### config.mk
export PLATFORM = sky130hd
export DESIGN_NAME = tpu_sequencer_flat
export DESIGN_NICKNAME = d
export VERILOG_FILES = /design/src/rtl/tpu_sequencer_if.sv /design/src/rtl/tpu_sequencer.sv /design/src/flat_wrapper.sv
export SDC_FILE = /design/constraint.sdc
export NUM_CORES = 1
export LEC_CHECK = 0
export ABC_AREA = 0
export BUFFER_PORTS_ARGS = -buffer_cell sky130_fd_sc_hd__buf_2
export CAP_MARGIN = 5
export CORE_ASPECT_RATIO = 1.2
export CORE_UTILIZATION = 50
export DETAILED_ROUTE_END_ITERATION = 7
export PLACE_DENSITY = 0.67
export SKIP_CTS_REPAIR_TIMING = 1
export SYNTH_ARGS = -nofsm -noshare
export SYNTH_HDL_FRONTEND = slang
export SYNTH_SLANG_ARGS = --single-unit
### constraint.sdc
create_clock -name clk -period 3.1 [get_ports clk]
set_input_delay 0.62 -clock clk [delete_from_list [all_inputs] [get_ports clk]]
set_output_delay 0.62 -clock clk [all_outputs]
set_load 0.02 [all_outputs]
### src/rtl/tpu_sequencer_if.sv
// tpu_sequencer_if: host program stream, run control and datapath strobes
// of the TPU instruction sequencer.
interface tpu_sequencer_if #(
  parameter int ADDR_W = 13
);
  logic              prog_valid;
  logic [7:0]        prog_data;
  logic              prog_ready;
  logic              start;
  logic              busy;
  logic              done;
  logic [ADDR_W-1:0] base_address;
  logic              load_weight;
  logic              load_input;
  logic              valid;
  logic              store;
  logic              ext;

  modport master (
    output prog_valid,
    output prog_data,
    output start,
    input  prog_ready,
    input  busy,
    input  done,
    input  base_address,
    input  load_weight,
    input  load_input,
    input  valid,
    input  store,
    input  ext
  );

  modport slave (
    input  prog_valid,
    input  prog_data,
    input  start,
    output prog_ready,
    output busy,
    output done,
    output base_address,
    output load_weight,
    output load_input,
    output valid,
    output store,
    output ext
  );
endinterface

### src/rtl/tpu_sequencer.sv
// tpu_sequencer: loads a byte program from the host, then fetches and runs it,
// driving datapath strobes. Define SEQ_LOOP_EN to build LOOP (else a NOP).
module tpu_sequencer #(
  parameter int IMEM_DEPTH     = 16,
  parameter int ADDR_W         = 13,
  parameter int COMPUTE_CYCLES = 5
) (
  input logic            clk,
  input logic            reset_n,
  tpu_sequencer_if.slave bus
);

  localparam int PC_W  = $clog2(IMEM_DEPTH);
  localparam int WP_W  = PC_W + 1;
  localparam int CNT_W =
    (COMPUTE_CYCLES > 31) ? $clog2(COMPUTE_CYCLES + 1) : 5;
  localparam logic [PC_W-1:0] LAST_PC = PC_W'(IMEM_DEPTH - 1);
  localparam logic [WP_W-1:0] WP_MAX  = WP_W'(IMEM_DEPTH);

  typedef enum logic [1:0] {
    S_IDLE,
    S_FETCH,
    S_EXEC,
    S_DONE
  } state_e;

  typedef enum logic [2:0] {
    OP_HALT  = 3'd0,
    OP_ADDR  = 3'd1,
    OP_LDW   = 3'd2,
    OP_LDI   = 3'd3,
    OP_COMP  = 3'd4,
    OP_STORE = 3'd5,
    OP_LOOP  = 3'd6,
    OP_EXT   = 3'd7
  } op_e;

  state_e            state_q, state_d;
  logic [PC_W-1:0]   pc_q, pc_d;
  logic [WP_W-1:0]   wr_ptr_q, wr_ptr_d;
  logic [7:0]        ir_q, ir_d;
  logic [ADDR_W-1:0] base_q, base_d;
  logic [CNT_W-1:0]  cnt_q, cnt_d;
  logic [7:0]        imem_q [IMEM_DEPTH];

`ifdef SEQ_LOOP_EN
  logic [4:0] lc_q, lc_d;
  logic       la_q, la_d;
`endif

  op_e              op;
  logic [4:0]       k;
  logic [CNT_W-1:0] comp_len;
  logic             exec;
  logic             wr_en;
  logic             hold;
  logic             jump;
  logic             fin;

  assign op   = op_e'(ir_q[7:5]);
  assign k    = ir_q[4:0];
  assign exec = (state_q == S_EXEC);

  // operand 0 selects the default compute length
  assign comp_len = (k != 5'd0) ? CNT_W'(k)
                                : CNT_W'(COMPUTE_CYCLES);

  assign bus.prog_ready = (state_q == S_IDLE) &&
                          (wr_ptr_q < WP_MAX);

  // start wins over a byte offered in the same cycle
  assign wr_en = (state_q == S_IDLE) && bus.prog_valid &&
                 bus.prog_ready && !bus.start;

  always_comb begin
    state_d  = state_q;
    pc_d     = pc_q;
    wr_ptr_d = wr_ptr_q;
    ir_d     = ir_q;
    base_d   = base_q;
    cnt_d    = cnt_q;
`ifdef SEQ_LOOP_EN
    lc_d     = lc_q;
    la_d     = la_q;
`endif
    hold     = 1'b0;
    jump     = 1'b0;
    fin      = 1'b0;
    unique case (state_q)
      S_IDLE: begin
        if (bus.start) begin
          state_d  = S_FETCH;
          pc_d     = '0;
          wr_ptr_d = '0;
        end else if (wr_en) begin
          wr_ptr_d = wr_ptr_q + WP_W'(1);
        end
      end
      S_FETCH: begin
        ir_d    = imem_q[pc_q];
        cnt_d   = '0;
        state_d = S_EXEC;
      end
      S_EXEC: begin
        unique case (op)
          OP_HALT: fin = 1'b1;
          OP_ADDR: base_d = ADDR_W'(k);
          OP_COMP: begin
            if (cnt_q + CNT_W'(1) != comp_len) begin
              hold  = 1'b1;
              cnt_d = cnt_q + CNT_W'(1);
            end
          end
`ifdef SEQ_LOOP_EN
          OP_LOOP: begin
            if (!la_q) begin
              if (k != 5'd0) begin
                lc_d = k;
                la_d = 1'b1;
                jump = 1'b1;
              end
            end else if (lc_q == 5'd1) begin
              la_d = 1'b0;
            end else begin
              lc_d = lc_q - 5'd1;
              jump = 1'b1;
            end
          end
`endif
          default: ;
        endcase
        if (hold) begin
          state_d = S_EXEC;
        end else if (jump) begin
          pc_d    = '0;
          state_d = S_FETCH;
        end else if (fin || (pc_q == LAST_PC)) begin
          state_d = S_DONE;
        end else begin
          pc_d    = pc_q + PC_W'(1);
          state_d = S_FETCH;
        end
      end
      S_DONE: state_d = S_IDLE;
      default: state_d = S_IDLE;
    endcase
  end

  always_ff @(posedge clk or negedge reset_n) begin
    if (!reset_n) begin
      state_q  <= S_IDLE;
      pc_q     <= '0;
      wr_ptr_q <= '0;
      ir_q     <= '0;
      base_q   <= '0;
      cnt_q    <= '0;
    end else begin
      state_q  <= state_d;
      pc_q     <= pc_d;
      wr_ptr_q <= wr_ptr_d;
      ir_q     <= ir_d;
      base_q   <= base_d;
      cnt_q    <= cnt_d;
    end
  end

  always_ff @(posedge clk or negedge reset_n) begin
    if (!reset_n) begin
      for (int i = 0; i < IMEM_DEPTH; i++) begin
        imem_q[i] <= '0;
      end
    end else if (wr_en) begin
      imem_q[wr_ptr_q[PC_W-1:0]] <= bus.prog_data;
    end
  end

`ifdef SEQ_LOOP_EN
  always_ff @(posedge clk or negedge reset_n) begin
    if (!reset_n) begin
      lc_q <= '0;
      la_q <= 1'b0;
    end else begin
      lc_q <= lc_d;
      la_q <= la_d;
    end
  end
`endif

  assign bus.load_weight  = exec && (op == OP_LDW);
  assign bus.load_input   = exec && (op == OP_LDI);
  assign bus.valid        = exec && (op == OP_COMP);
  assign bus.store        = exec && (op == OP_STORE);
  assign bus.ext          = exec && (op == OP_EXT);
  assign bus.busy         = (state_q == S_FETCH) || exec;
  assign bus.done         = (state_q == S_DONE);
  assign bus.base_address = base_q;

endmodule
### src/flat_wrapper.sv
// flat-port wrapper written by rule: the top's interface ports become plain ports
module tpu_sequencer_flat 
#(
  parameter int IMEM_DEPTH     = 16,
  parameter int ADDR_W         = 13,
  parameter int COMPUTE_CYCLES = 5
)
  (clk, reset_n, bus_prog_valid, bus_prog_data, bus_start, bus_prog_ready, bus_busy, bus_done, bus_base_address, bus_load_weight, bus_load_input, bus_valid, bus_store, bus_ext);
  tpu_sequencer_if #(.ADDR_W(ADDR_W)) bus_i ();
  input logic clk;
  input logic reset_n;
  input wire logic [$bits(bus_i.prog_valid)-1:0] bus_prog_valid;
  input wire logic [$bits(bus_i.prog_data)-1:0] bus_prog_data;
  input wire logic [$bits(bus_i.start)-1:0] bus_start;
  output wire logic [$bits(bus_i.prog_ready)-1:0] bus_prog_ready;
  output wire logic [$bits(bus_i.busy)-1:0] bus_busy;
  output wire logic [$bits(bus_i.done)-1:0] bus_done;
  output wire logic [$bits(bus_i.base_address)-1:0] bus_base_address;
  output wire logic [$bits(bus_i.load_weight)-1:0] bus_load_weight;
  output wire logic [$bits(bus_i.load_input)-1:0] bus_load_input;
  output wire logic [$bits(bus_i.valid)-1:0] bus_valid;
  output wire logic [$bits(bus_i.store)-1:0] bus_store;
  output wire logic [$bits(bus_i.ext)-1:0] bus_ext;
  assign bus_i.prog_valid = bus_prog_valid;
  assign bus_i.prog_data = bus_prog_data;
  assign bus_i.start = bus_start;
  assign bus_prog_ready = bus_i.prog_ready;
  assign bus_busy = bus_i.busy;
  assign bus_done = bus_i.done;
  assign bus_base_address = bus_i.base_address;
  assign bus_load_weight = bus_i.load_weight;
  assign bus_load_input = bus_i.load_input;
  assign bus_valid = bus_i.valid;
  assign bus_store = bus_i.store;
  assign bus_ext = bus_i.ext;
  tpu_sequencer #(.IMEM_DEPTH(IMEM_DEPTH), .ADDR_W(ADDR_W), .COMPUTE_CYCLES(COMPUTE_CYCLES)) u_core (.clk(clk), .reset_n(reset_n), .bus(bus_i));
endmodule
==> results of run 1 <==
## per-stage QoR
| stage | worst slack [ps] | cells | utilization, % | total power, mW | cell area, um^2 |
|---|---|---|---|---|---|
| floorplan | 623 | 548 | - | 4.06 | 7680 |
| global placement | 707 | 745 | 53.2 | 4.53 | 7960 |
| detailed placement | 567 | 745 | 53.2 | 4.59 | 7960 |
| CTS | 246 | 776 | 57.2 | 6.72 | 8560 |
| global route | 121 | 776 | 57.2 | 7.03 | 8560 |
| finish | 233 | 776 | 57.2 | 6.66 | 8560 |
## where the power goes
group	switching (mW)	internal, mW
sequential	0.291	2.35
combinational	0.994	0.915
clock	0.807	1.30
## metal layers
| metal | GRT usage (%) | routed length, um |
|---|---|---|
| met5 | 0 | 0 |
| met4 | 9.45 | 280 |
| met3 | 5.06 | 644 |
| met2 | 40.0 | 8640 |
| met1 | 30.2 | 7020 |
## layout make-up
cell class	instances	area share [%]
inverter	10	0.439
multi-input combinational	341	41.1
timing repair buffer	33	2.56
clock inverter	10	1.64
tap	204	2.98
clock buffer	21	5.38
sequential	157	45.9
## logic make-up (layout without fill, tap and decap cells)
logic type	after synthesis	after routing
xor gates and xnor gates	6	6
buffers and inverters	50	74
other	1	8
DFF	157	157
AOI/OAI and AO/OA	46	46
adders and majority gates	10	10
muxes	183	183
and+or+nand+nor	88	88
## Yosys cell counts, drive strengths merged, types with 2 or more instances
master / instances / share of area, %
a21oi: 12 / 0.83
nand3: 6 / 0.39
o221ai: 2 / 0.23
dfrtp: 157 / 51
xor2: 3 / 0.34
xnor2: 3 / 0.34
ha: 10 / 1.6
mux4: 40 / 12
o31ai: 4 / 0.39
and2: 3 / 0.25
nand4: 3 / 0.25
a21boi: 2 / 0.20
nor2b: 5 / 0.41
buf: 13 / 1.4
or3: 4 / 0.33
nor3: 6 / 0.39
and3: 6 / 0.49
inv: 10 / 0.49
nand2: 32 / 1.6
nand2b: 3 / 0.25
o21ai: 12 / 0.78
mux2: 143 / 21
o211ai: 2 / 0.20
a221o: 3 / 0.39
nor2: 8 / 0.39
clkbuf: 27 / 1.3
nor4: 3 / 0.25
nor3b: 3 / 0.29
## sequential cells by signal, indices dropped and copies added, names as in the netlist
| signal | flops |
|---|---|
| u_core.bus.base_address | 5 |
| u_core.cnt_q | 5 |
| u_core.pc_q | 4 |
| u_core.ir_q | 8 |
| u_core.wr_ptr_q | 5 |
| u_core.imem_q | 128 |
| u_core.state_q | 2 |
## worst paths after layout
kind	start	endpoint	slack [ps]
worst max-delay path	u_core.state_q[0]	bus_valid	230
worst min-delay path	reset_n	u_core.wr_ptr_q[3]	270
worst max register to register	u_core.state_q[0]	u_core.imem_q[100]	540
worst min register to register	u_core.imem_q[36]	u_core.imem_q[36]	490
max in group asynchronous	reset_n	u_core.imem_q[4]	2020
min in group clk	bus_start	u_core.wr_ptr_q[4]	450
==> results.txt, run 1 <==
RSZ-0062 raised after global routing -> false
I/O Buffers -> 24
Total Routing Usage GR -> 23.8%
CP delay by family, top -> buffers and inverters
Worst vdd ir -> 409 uV
Initial antenna violation count -> 0
Largest net degree at the start of global routing -> 89
Multiplexer share of the synthesized area -> 33.2%
Pwr dens -> 778 nW/um^2
Clock slew at the register clock pins of the worst setup and hold paths -> 60 ps
Crit path cell chain -> inv_1 -> ha_1 -> buf_4 -> nor4bb_1 -> buf_2
Crit path depth -> 5
Simple-Gate Fraction of Synth Area -> 5.96%
Clock Tree Buf Depth -> 2
Die Area -> 15800 um^2
Drt wl/cell -> 21.4 um
Gate count of the mapped netlist -> 541
Critical path arrival -> 2250 ps
Synth async-reset ratio -> 100%
Commonest non-fill, non-tap cell in the layout -> dfrtp_1
Register area -> 3930 um^2
Slowest CP cell -> nor4bb_1
Highest clock rate -> 0.349 GHz
Die Ht -> 138 um
Final period utilization -> 92.5%
Final hold vios -> 0
Largest family of logic cells by synthesized area -> multiplexers
Total CTS buffers -> 17
Starting Density -> 51.2%
YS warnings -> 0
First-pass GRT wire length -> 27300 um
Worst hold slack -> 267 ps
Leak pwr -> 4.11 nW
Via-per-instance ratio -> 5.99
Final WL -> 16600 um
Slew HR -> 44.1%
# IOs -> 33
Crit-path max FO -> 23
Sequential fraction of the synthesis area -> 51.3%
Worst Path Required -> 2480 ps
Syn avg cell area -> 14.2 um^2
Yosys cell types -> 54
Row cnt -> 49
Core Box Area -> 15000 um^2
Final Max Tran Viols -> 0
Nets -> 582
Layout cell share with drive strength beyond 1 -> 40.2%
Hold crit path type -> primary input to asynchronous set/reset pin
Setup TNS Final -> 0 ps
Chip width -> 115 um
Vias in the first global route -> 4767
CTS tree -> built
Yosys reg bits -> 157
Drt drc -> 0
Worst-margin pin slew -> 838 ps
Buf+Inv Stages, Crit Path -> 3
Number of flops mapped to enable cells by yosys -> 0
Period minus WS final -> 2870 ps
Antenna Nets Post-Route -> 0
Congestion Overflow GR -> 0
Max stage delay on crit path -> 620 ps
Sink Count -> 157
Post-synthesis xor/xnor area fraction -> 0.686%
DP HPWL -> 11300 um
H-Tree Depth -> 4
Fill count -> 1249
Starting DRT DRC Count -> 409
Run status -> completed
Layout area overhead -> 11.7%
Worst-Skew Late Latency -> 420 ps
Syn Std Cell Area -> 7660 um^2
Crit. End Element -> output pin
Setup Viol. Count Final -> 0
Final Skew -> 4.52 ps
DR vias -> 4648
Post-synthesis compound-gate area fraction -> 3.97%
FF-to-FF path depth -> 7
MaxCap Viol Count -> 0
Final RePlAce weighted congestion -> 0.901
Synth Area in Adders -> 1.63%
Multi-input logic area -> 3510 um^2
CTS root buffer -> clkbuf_16
Startpoint Class -> register
CP Class -> register to output pin
Pre-Repair DR Iteration Count -> 5
Antenna cells -> 0
Top FF cell, synth -> dfrtp_1
Commonest non-fill, non-tap cells in the layout -> dfrtp_1 (156), mux2_2 (131), nand2_1 (32), mux4_2 (32), buf_2 (23)
Note: power is estimated with default switching activity, not from simulation.
==> run 2, diff against run 1 <==
--- a/config.mk
+++ b/config.mk
@@ -8,10 +8,12 @@
 export ABC_AREA = 0
 export BUFFER_PORTS_ARGS = -buffer_cell sky130_fd_sc_hd__buf_2
 export CAP_MARGIN = 5
+export CELL_PAD_IN_SITES_DETAIL_PLACEMENT = 2
+export CELL_PAD_IN_SITES_GLOBAL_PLACEMENT = 2
 export CORE_ASPECT_RATIO = 1.2
-export CORE_UTILIZATION = 50
+export CORE_UTILIZATION = 48
 export DETAILED_ROUTE_END_ITERATION = 7
-export PLACE_DENSITY = 0.67
+export PLACE_DENSITY = 0.86
 export SKIP_CTS_REPAIR_TIMING = 1
 export SYNTH_ARGS = -nofsm -noshare
 export SYNTH_HDL_FRONTEND = slang
==> results.txt, run 2 (synthesized netlist as in run 1, its figures left out) <==
Run status -> completed
Sink Count -> 157
Final hold vios -> 0
Vias in the first global route -> 5743
CP Class -> register to register
Setup TNS Final -> 0 ps
Largest reg by FF count -> u_core.imem_q
Post-Layout Cell Count -> 779
Worst vdd ir -> 421 uV
Die Ht -> 140 um
Startpoint Class -> register
R2R setup slack -> 350 ps
Worst-margin pin slew -> 952 ps
Period minus WS final -> 2750 ps
Chip width -> 117 um
Buf+Inv Stages, Crit Path -> 2
Layout cell share with drive strength beyond 1 -> 39.9%
Antenna Nets Post-Route -> 0
Worst hold slack -> 190 ps
CTS tree -> built
Final period utilization -> 88.9%
Max reg flops -> 128
RSZ-0062 raised after global routing -> false
Leak pwr -> 4.11 nW
Worst r2r src -> u_core.state_q[1]
Fill count -> 1377
I/O Buffers -> 24
CP delay by family, top -> simple AND/OR/NAND/NOR gates
Total Routing Usage GR -> 30.9%
Setup WS post-layout -> 345 ps
Crit. End Element -> register
Multi-input logic area -> 3510 um^2
Max stage delay on crit path -> 450 ps
Largest regs -> u_core.imem_q x128, u_core.ir_q x8
Largest net degree at the start of global routing -> 67
Row cnt -> 50
Slew HR -> 36.5%
First-pass GRT wire length -> 37100 um
Final Skew -> 8.98 ps
Crit-path max FO -> 8
Final WL -> 23400 um
Pwr dens -> 820 nW/um^2
Hold crit path type -> primary input to asynchronous set/reset pin
DR vias -> 4901
DP HPWL -> 14900 um
Placed Cells -> 748
Worst Path Required -> 3420 ps
Drt drc -> 0
Pre-Repair DR Iteration Count -> 4
Worst-Skew Late Latency -> 440 ps
Final RePlAce weighted congestion -> 0.793
# IOs -> 33
Antenna cells -> 0
MaxCap Viol Count -> 0
RR Endpoint -> u_core.imem_q[122]
Slowest CP cell -> mux2_2
Clock slew at the register clock pins of the worst setup and hold paths -> 70 ps
Starting DRT DRC Count -> 252
Design area -> 8570 um^2
Drt wl/cell -> 30.0 um
Register area -> 3930 um^2
Setup Viol. Count Final -> 0
Commonest non-fill, non-tap cells in the layout -> dfrtp_1 (156), mux2_2 (131), nand2_1 (32), mux4_2 (32), buf_2 (23)
Highest clock rate -> 0.363 GHz
Nets -> 581
FF-to-FF path depth -> 7
Commonest non-fill, non-tap cell in the layout -> dfrtp_1
Clock Tree Buf Depth -> 2
Core Box Area -> 15600 um^2
Critical path arrival -> 3070 ps
Initial antenna violation count -> 0
Layout area overhead -> 11.9%
Area after DPL -> 7970 um^2
Setup Slack @ Placement -> 544 ps
Die Area -> 16500 um^2
Crit path cell chain -> inv_1 -> ha_1 -> inv_2 -> nor2_1 -> and3_1 -> nand2_1 -> mux2_2
CTS root buffer -> clkbuf_16
Total CTS buffers -> 17
Via-per-instance ratio -> 6.29
Congestion Overflow GR -> 0
Starting Density -> 49.2%
H-Tree Depth -> 4
Final Max Tran Viols -> 0
run 2: changes by cell type in the layout (fill, tap and decap cells not counted), sizes merged:
cell,previous run,this run
bufinv,3,4
inv,10,12
buf,33,32
clkbuf,21,20
clkinv,7,5
run 2: power breakdown:
part	internal, mW	switching [mW]	total, mW
Sequential	2.35	0.381	2.73
Combinational	0.927	1.16	2.08
Clock	1.34	0.875	2.22
run 2: layer usage:
metal / global-route usage, % / part of all wire [%]
met5: 0 / 0
met4: 14.1 / 2.7
met3: 5.17 / 4.3
met2: 55.3 / 54
met1: 36.3 / 39
run 2: area by class of cell:
cell class                      count  area share (%)
Multi-Input combinational cell    341            41.0
Sequential cell                   157            45.9
Inverter                           10           0.438
Clock inverter                     11            1.94
Clock buffer                       20            5.10
Timing Repair Buffer               32            2.61
Tap cell                          208            3.04
run 2: stage by stage:
step	utilization, %	power, mW
2_1_floorplan	-	4.06
3_3_place_gp	51.1	4.56
3_5_place_dp	51.1	4.74
4_1_cts	55.0	7.06
5_1_grt	55.0	7.28
6_report	55.0	7.03
run 2: worst max path at each step:
stage	from	to	slack [ps]	depth (start not counted)
finish	u_core.state_q[1]	u_core.imem_q[122]	350	7
global route	u_core.state_q[1]	u_core.imem_q[122]	250	7
CTS	u_core.state_q[0]	bus_valid	340	5
detailed placement	u_core.state_q[1]	u_core.imem_q[115]	540	7
global placement	u_core.pc_q[0]	u_core.ir_q[5]	710	4
floorplan	u_core.state_q[0]	bus_load_input	620	6
